### src/rtl/dg0045_keydisp_port.sv
// dg0045_keydisp_port: debounced 4x4 key scan onto KIN and ND-strobed nibble capture into display frames
module dg0045_keydisp_port #(
    parameter int DEB_CYCLES = 8,
    parameter int NUM_DIGITS = 8,
    parameter int FRAME_GAP  = 64
) (
    input  logic                              clk,
    input  logic                              rst_n,
    input  logic                              ena,
    input  logic [3:0]                        nl_n,
    input  logic                              nd_n,
    input  logic [15:0]                       key_raw,
    output logic [3:0]                        kin,
    output logic [4*NUM_DIGITS-1:0]           disp_data,
    output logic [$clog2(NUM_DIGITS+1)-1:0]   disp_cnt,
    output logic                              frame_done
);
    localparam int DW = $clog2(DEB_CYCLES+1);
    localparam int CW = $clog2(NUM_DIGITS+1);
    localparam int GW = $clog2(FRAME_GAP+1);
    localparam int FW = 4*NUM_DIGITS;
    localparam logic [0:0] IDLE    = 1'b0;
    localparam logic [0:0] COLLECT = 1'b1;

    logic [15:0]   key_s1, key_s2, key_db;
    logic [DW-1:0] deb_cnt [16];
    logic [3:0]    lreg, kin_nx;
    logic          nd_q, strobe, full, expire, commit;
    logic [0:0]    state;
    logic [FW-1:0] wreg, wreg_sh;
    logic [CW-1:0] wcnt, wcnt_inc;
    logic [GW-1:0] gap;

    assign lreg     = ~nl_n;
    assign strobe   = ~nd_q & nd_n;
    assign wreg_sh  = FW'({wreg, lreg});
    assign wcnt_inc = wcnt + CW'(1);
    assign full     = strobe && wcnt_inc == CW'(NUM_DIGITS);
    // a strobe arriving on the expiry cycle keeps the frame open
    assign expire   = !strobe && state == COLLECT && gap == GW'(FRAME_GAP-1);
    assign commit   = full || expire;

    always_comb begin
        kin_nx = '0;
        for (int r = 0; r < 4; r++)
            for (int c = 0; c < 4; c++)
                kin_nx[r] = kin_nx[r] | (lreg[c] & key_db[c*4+r]);
    end

    always_ff @(posedge clk or negedge rst_n)
        if (!rst_n) begin
            key_s1 <= '0;
            key_s2 <= '0;
            key_db <= '0;
            for (int k = 0; k < 16; k++)
                deb_cnt[k] <= '0;
        end else if (ena) begin
            key_s1 <= key_raw;
            key_s2 <= key_s1;
            for (int k = 0; k < 16; k++)
                if (key_s2[k] == key_db[k])
                    deb_cnt[k] <= '0;
                else if (deb_cnt[k] == DW'(DEB_CYCLES-1)) begin
                    key_db[k]  <= key_s2[k];
                    deb_cnt[k] <= '0;
                end else
                    deb_cnt[k] <= deb_cnt[k] + DW'(1);
        end

    always_ff @(posedge clk or negedge rst_n)
        if (!rst_n) begin
            state      <= IDLE;
            nd_q       <= 1'b1;
            wreg       <= '0;
            wcnt       <= '0;
            gap        <= '0;
            kin        <= '0;
            disp_data  <= '0;
            disp_cnt   <= '0;
            frame_done <= 1'b0;
        end else begin
            frame_done <= ena && commit;
            if (ena) begin
                nd_q <= nd_n;
                kin  <= kin_nx;
                if (commit) begin
                    disp_data <= full ? wreg_sh : wreg;
                    disp_cnt  <= full ? wcnt_inc : wcnt;
                    wreg      <= '0;
                    wcnt      <= '0;
                    gap       <= '0;
                    state     <= IDLE;
                end else if (strobe) begin
                    wreg  <= wreg_sh;
                    wcnt  <= wcnt_inc;
                    gap   <= '0;
                    state <= COLLECT;
                end else if (state == COLLECT)
                    gap <= gap + GW'(1);
            end
        end
endmodule

### config.mk
export PLATFORM = sky130hd
export DESIGN_NAME = dg0045_keydisp_port
export DESIGN_NICKNAME = d
export VERILOG_FILES = /design/src/rtl/dg0045_keydisp_port.sv
export SDC_FILE = /design/constraint.sdc
export NUM_CORES = 1
export LEC_CHECK = 0
export ABC_AREA = 1
export CAP_MARGIN = 5
export CORE_ASPECT_RATIO = 1.75
export CORE_MARGIN = 1.5
export CORE_UTILIZATION = 59
export DETAILED_ROUTE_END_ITERATION = 6
export PLACE_DENSITY = 0.8
export SLEW_MARGIN = 25
export SYNTH_ARGS = -nofsm -noshare
export SYNTH_HDL_FRONTEND = slang
export SYNTH_SLANG_ARGS = --single-unit
### constraint.sdc
create_clock -name clk -period 2.21 [get_ports clk]
set_clock_uncertainty 0.05 [all_clocks]
set_input_delay 0.3315 -clock clk [delete_from_list [all_inputs] [get_ports clk]]
set_output_delay 0.3315 -clock clk [all_outputs]
set_load 0.01 [all_outputs]
; Yosys cells after proc, flatten, opt, wreduce, memory -nomap -nowiden
; Index checks and enable logic that the tools add are counted.
; Widths: inputs -> output; s select.
[classes]
add_sub_neg = 18
multipliers = 0
div = 0
order_cmp = 0
eq_ne = 34
shifts = 0
muxes = 43
bitwise_logic = 47
reduce_logical = 27
[ops]
columns = cell, count
row1 = $mux 4, 35
row2 = $mux 32, 3
row3 = $add 4x1->4 const B, 17
row4 = $eq 4x3->1 const B, 16
row5 = $reduce_and 3->1, 16
row6 = $mux 7, 3
row7 = $and 1x1->1, 17
row8 = $not 1->1, 17
row9 = $eq 1x1->1, 16
row10 = $or 1x1->1, 12
row11 = $add 7x1->7 const B, 1
row12 = $eq 7x6->1 const B, 1
row13 = $reduce_and 2->1, 3
row14 = $eq 4x4->1 const B, 1
row15 = $logic_and 1x1->1, 4
row16 = $not 4->4, 1
row17 = $reduce_bool 3->1, 1
row18 = $mux 1, 2
row19 = $reduce_bool 2->1, 1
row20 = $logic_not 1->1, 1
row21 = $logic_or 1x1->1, 1
[totals]
register_bits = 198
latch_bits = 0
ramBits = 0
rom_bits = 0
inputBits = 24
out_inout_bits = 41
wordCells = 212
n_memories = 0

; Longest topological paths before layout
[depth]
word_depth = 8
depth_mapped = 12
depth_no_buf = 11

; Worst setup path after synthesis
; OpenSTA, ideal clock, no wires.
[synth_timing]
path_type = register -> register
start = reg wcnt[0]
end = reg disp_data[12]
setup_ns = 0.116
arrival_ns = 1.462
t_required_ns = 2.044
path_slack_ns = 0.582
path_stages_with_launch = 12
path_buffers = 2
synth_period_minus_slack_ns = 1.628
cell_sequence = dfrtp_1 -> ha_1 -> nand2_1 -> nand2_2 -> nor2_4 -> nand3_4 -> nand2_2 -> nand2_2 -> buf_6 -> buf_6 -> nand2_1 -> nand2_1
[synth_via]
elab_chain_len = 5
elab_cells_between_ends = 6
cone_classes = 1 x add/sub / 1 x eq/ne / 1 x mux / 3 x reduce/logical
[synth_lines]
columns = element, line_no
row1 = from (decl), 31  ; logic [CW-1:0] wcnt, wcnt_inc;
row2 = from (signal assigned), 95  ; wcnt <= wcnt_inc;
row3 = $add 4x1->4 (*), 37  ; assign wcnt_inc = wcnt + CW'(1);
row4 = $eq 4x4->1 (*), 38  ; assign full = strobe && wcnt_inc == CW'(NUM_DIGITS);
row5 = $logic_and 1x1->1 (*), 38
row6 = $logic_or 1x1->1, 41  ; assign commit = full || expire;
row7 = $reduce_and 2->1 (no source line), --
row8 = to (signal assigned), 87  ; disp_data <= full ? wreg_sh : wreg;
row9 = to (decl), 14  ; output logic [4*NUM_DIGITS-1:0] disp_data,
; Mark *: on every way between the ends. The rest lies on a longest branch, timed or not.
; A chain may end at the register's enable or synchronous reset.

; Worst setup path after layout
[layout_timing]
start = reg wcnt[0]
end = reg disp_data[3]
; Same word-level chain as after synthesis.

==> metrics.md <==
| Metric | Value |
|---|---|
| Worst-path clk slew | `0.07 ns` |
| Drt wl/cell | `14.0 um` |
| Detailed-route DRC error count | `0` |
| Max Fanout on Critical Path | `36` |
| # rows | `60` |
| Share of post-route cells with drive strength above 1 | `6.31%` |
| Initial antenna violation count | `0` |
| Final Cycle Share | `86.2%` |
| Io pins | `65` |
| Final Hold Fails | `0` |
| Reg area | `4960 sq um` |
| Post-synth cell types | `35` |
| Area Overhead vs Synth | `16.1%` |
| Drt first pass iters | `4` |
| Min cycle time layout | `1.91 ns` |
| Final ANT Viol Nets | `0` |
| Hold Path Sink | `wcnt[3]` |
| Vias in the first global route | `7232` |
| Synth Instances | `1072` |
| Slew @ Worst Pin | `0.509 ns` |
| Max-cap violations | `0` |
| CP startpoint kind | `flip-flop` |
| Largest net degree at the start of global routing | `96` |
| Vias per cell | `5.42` |
| Hpwl dp | `12.4 mm` |
| Final #Nets | `1171` |
| Sequential share of the synthesized area | `54.2%` |
| Filler cells | `1193` |
| # clock sinks | `198` |
| Number of synthesized register bits | `198` |
| Gpl congestion | `0.813` |
| GRT Total Usage | `24.5%` |
| Kind of end point of the critical path | `flip-flop` |
| Clock tree buffer depth | `2` |
| N_diodes | `0` |
| Violation count after the first detailed-route iteration | `292` |
| TritonCTS clock tree | `built` |
| Final Max Tran Viols | `0` |
| Outcome | `completed` |
| WHS Path Cells | `5` |
| Syn avg cell area | `8.53 sq um` |
| Leakage Power | `5.42 nW` |
| Area of the multi-input gates | `3740 sq um` |
| DIE HEIGHT | `168 um` |
| Tot Pwr | `0.0109 W` |
| Yosys warns | `0` |
| RSZ-0062 raised after global routing | `no` |
| WHS | `0.326 ns` |
| Peak VDD IR | `0.000588 V` |
| Post-Route WL | `18.6 mm` |
| DR vias | `7198` |
| Worst R2R Setup Slack | `0.30 ns` |
| Htree depth | `4` |
| Initial Util | `60.0%` |
| Synthesized area | `9150 sq um` |
| Die W | `97.1 um` |
| P per Cell Area | `1030 nW/um^2` |
| Die area | `16300 sq um` |
| Hold path start | `ena` |
| GRT overflow | `0` |
| Core footprint | `15200 sq um` |
| Final TNS setup | `0 ns` |
| Clk root buf | `clkbuf_16` |
| Worst Reg-to-Reg Cells | `10` |
| Worst Path Arrival | `2.18 ns` |
| Finished Core Util | `69.7%` |
| CP Class | `flip-flop to flip-flop` |
| HP Class | `input pin to flip-flop` |
| Input/output buffers | `64` |
| CP Data Required Time | `2.48 ns` |
| TritonCTS buffer count | `17` |
| Worst skew pair latency | `0.43 ns` |
| Reg-to-Reg Start | `wcnt[0]` |
| Setup Buffers After CTS | `0` |
| Final setup viols | `0` |
| CTS resizes | `0` |
| Syn nets | `1115` |
| # hold bufs at CTS | `1` |
| Relative slew slack | `66.1%` |
| Worst R2R End | `disp_data[3]` |
| Max Freq | `525 MHz` |
| First-pass GRT wire length | `33.0 mm` |
## worst max-delay path by stage
stage	from	to	slack, ns	cells after the start
floorplan	wcnt[0]	disp_data[12]	0.58	11
global placement	nd_n	disp_data[1]	0.14	13
detailed placement	nd_n	disp_data[0]	0.06	13
CTS	wcnt[0]	disp_data[10]	0.31	11
global route	wcnt[0]	disp_data[3]	0.13	11
finish	wcnt[0]	disp_data[3]	0.30	10
## state kept, by name, indices dropped and copies added (netlist names)
register    flops
deb_cnt        64
disp_cnt        4
disp_data      32
frame_done      1
gap             7
key_db         16
key_s1         16
key_s2         16
kin             4
nd_q            1
state           1
wcnt            4
wreg           32
## final cells by class
type,instances,share of cell area [%]
clock buffers,18,4.13
inverters,54,1.92
well taps,186,2.19
clock inverters,14,1.58
multi-input cells,772,35.2
flip-flops and latches,198,46.6
repair buffers,85,8.37
## cells in the mapped netlist
cell,n,area share (%)
buf_8,1,0.16
a22o_1,4,0.38
xnor2_1,4,0.38
o31ai_1,2,0.16
nand3_4,1,0.19
buf_6,3,0.37
dfstp_2,1,0.29
dfrtp_1,197,54
o21ai_0,52,2.8
buf_4,5,0.41
or2_1,1,0.068
ha_1,19,2.6
o22ai_1,9,0.62
mux2i_1,3,0.33
a21oi_1,33,1.8
nand2_2,3,0.21
nor3_1,13,0.71
buf_2,16,0.88
or2_2,5,0.34
nand3_1,37,2.0
inv_2,3,0.12
nand3_2,1,0.11
nand2_1,430,18
a31oi_1,3,0.21
clkbuf_1,13,0.53
nor3b_1,8,0.66
buf_1,10,0.41
nor2_4,3,0.37
xor2_1,36,3.4
o211ai_1,8,0.66
o21ai_1,1,0.055
nand4_1,40,2.7
nor2_1,56,2.3
inv_1,50,2.1
clkinv_2,1,0.055
## layer usage
layer  wire length (um)  track usage, %  vias to the layer above
met3                514            3.26                       32
met5                  0               0                        -
met4                390            9.26                        0
met1               7680            29.9                     3430
met2               9990            43.9                      163
li1                   -               -                     3573
## power by group
group          internal, W  switching, W  leakage [nW]
Sequential         0.00447      0.000802          2.58
Clock              0.00165       0.00147         0.298
Combinational      0.00118       0.00138          2.55
Total              0.00730       0.00365          5.42
## worst max-delay path: stages (launching register included)
cell and delay [ns]:
dfrtp_1 0.47, ha_1 0.26, inv_1 0.06, nand2_1 0.07, nand2_2 0.12, nor2_4 0.04
nand3_4 0.11, buf_4 0.35, o21ai_0 0.14, nand2_1 0.09, nand2_1 0.04
## layout by cell type (no fill, tap or decap), types with 2 or more instances in the layout
| cell type | n |
|---|---|
| inv_8 | 2 |
| dfrtp_1 | 197 |
| xnor2_1 | 4 |
| xor2_1 | 36 |
| nor2_1 | 56 |
| buf_4 | 14 |
| nor3_1 | 13 |
| nand3_1 | 37 |
| nand2_2 | 3 |
| a31oi_1 | 3 |
| nand4_1 | 40 |
| clkbuf_16 | 17 |
| o211ai_1 | 8 |
| ha_1 | 19 |
| or2_2 | 5 |
| inv_2 | 3 |
| a21oi_1 | 33 |
| inv_1 | 50 |
| clkinv_4 | 4 |
| nor3b_1 | 8 |
| o22ai_1 | 9 |
| clkinv_2 | 2 |
| clkbuf_8 | 2 |
| inv_6 | 3 |
| nand2_1 | 430 |
| o21ai_0 | 52 |
| mux2i_1 | 3 |
| o31ai_1 | 2 |
| clkinv_8 | 3 |
| buf_12 | 7 |
| a22o_1 | 4 |
| nor2_4 | 3 |
| clkdlybuf4s50_1 | 62 |
## cell families after synthesis
family / Yosys count / synth area share (%)
adders and majority gates: 19 / 2.60
buffers and inverters: 102 / 4.99
muxes: 3 / 0.328
xor gates and xnor gates: 40 / 3.83
DFF: 198 / 54.2
and+or+nand+nor: 598 / 27.4
AOI/OAI and AO/OA: 112 / 6.73
## metrics by stage
| step | instance area [sq um] | setup WS (ns) | std cells |
|---|---|---|---|
| floorplan | 9150 | 0.582 | 1072 |
| global placement | 10000 | 0.139 | 1294 |
| detailed placement | 10000 | 0.0621 | 1294 |
| CTS | 10600 | 0.310 | 1327 |
| global route | 10600 | 0.132 | 1327 |
| finish | 10600 | 0.304 | 1327 |
Power figures use the tool's default switching activity.
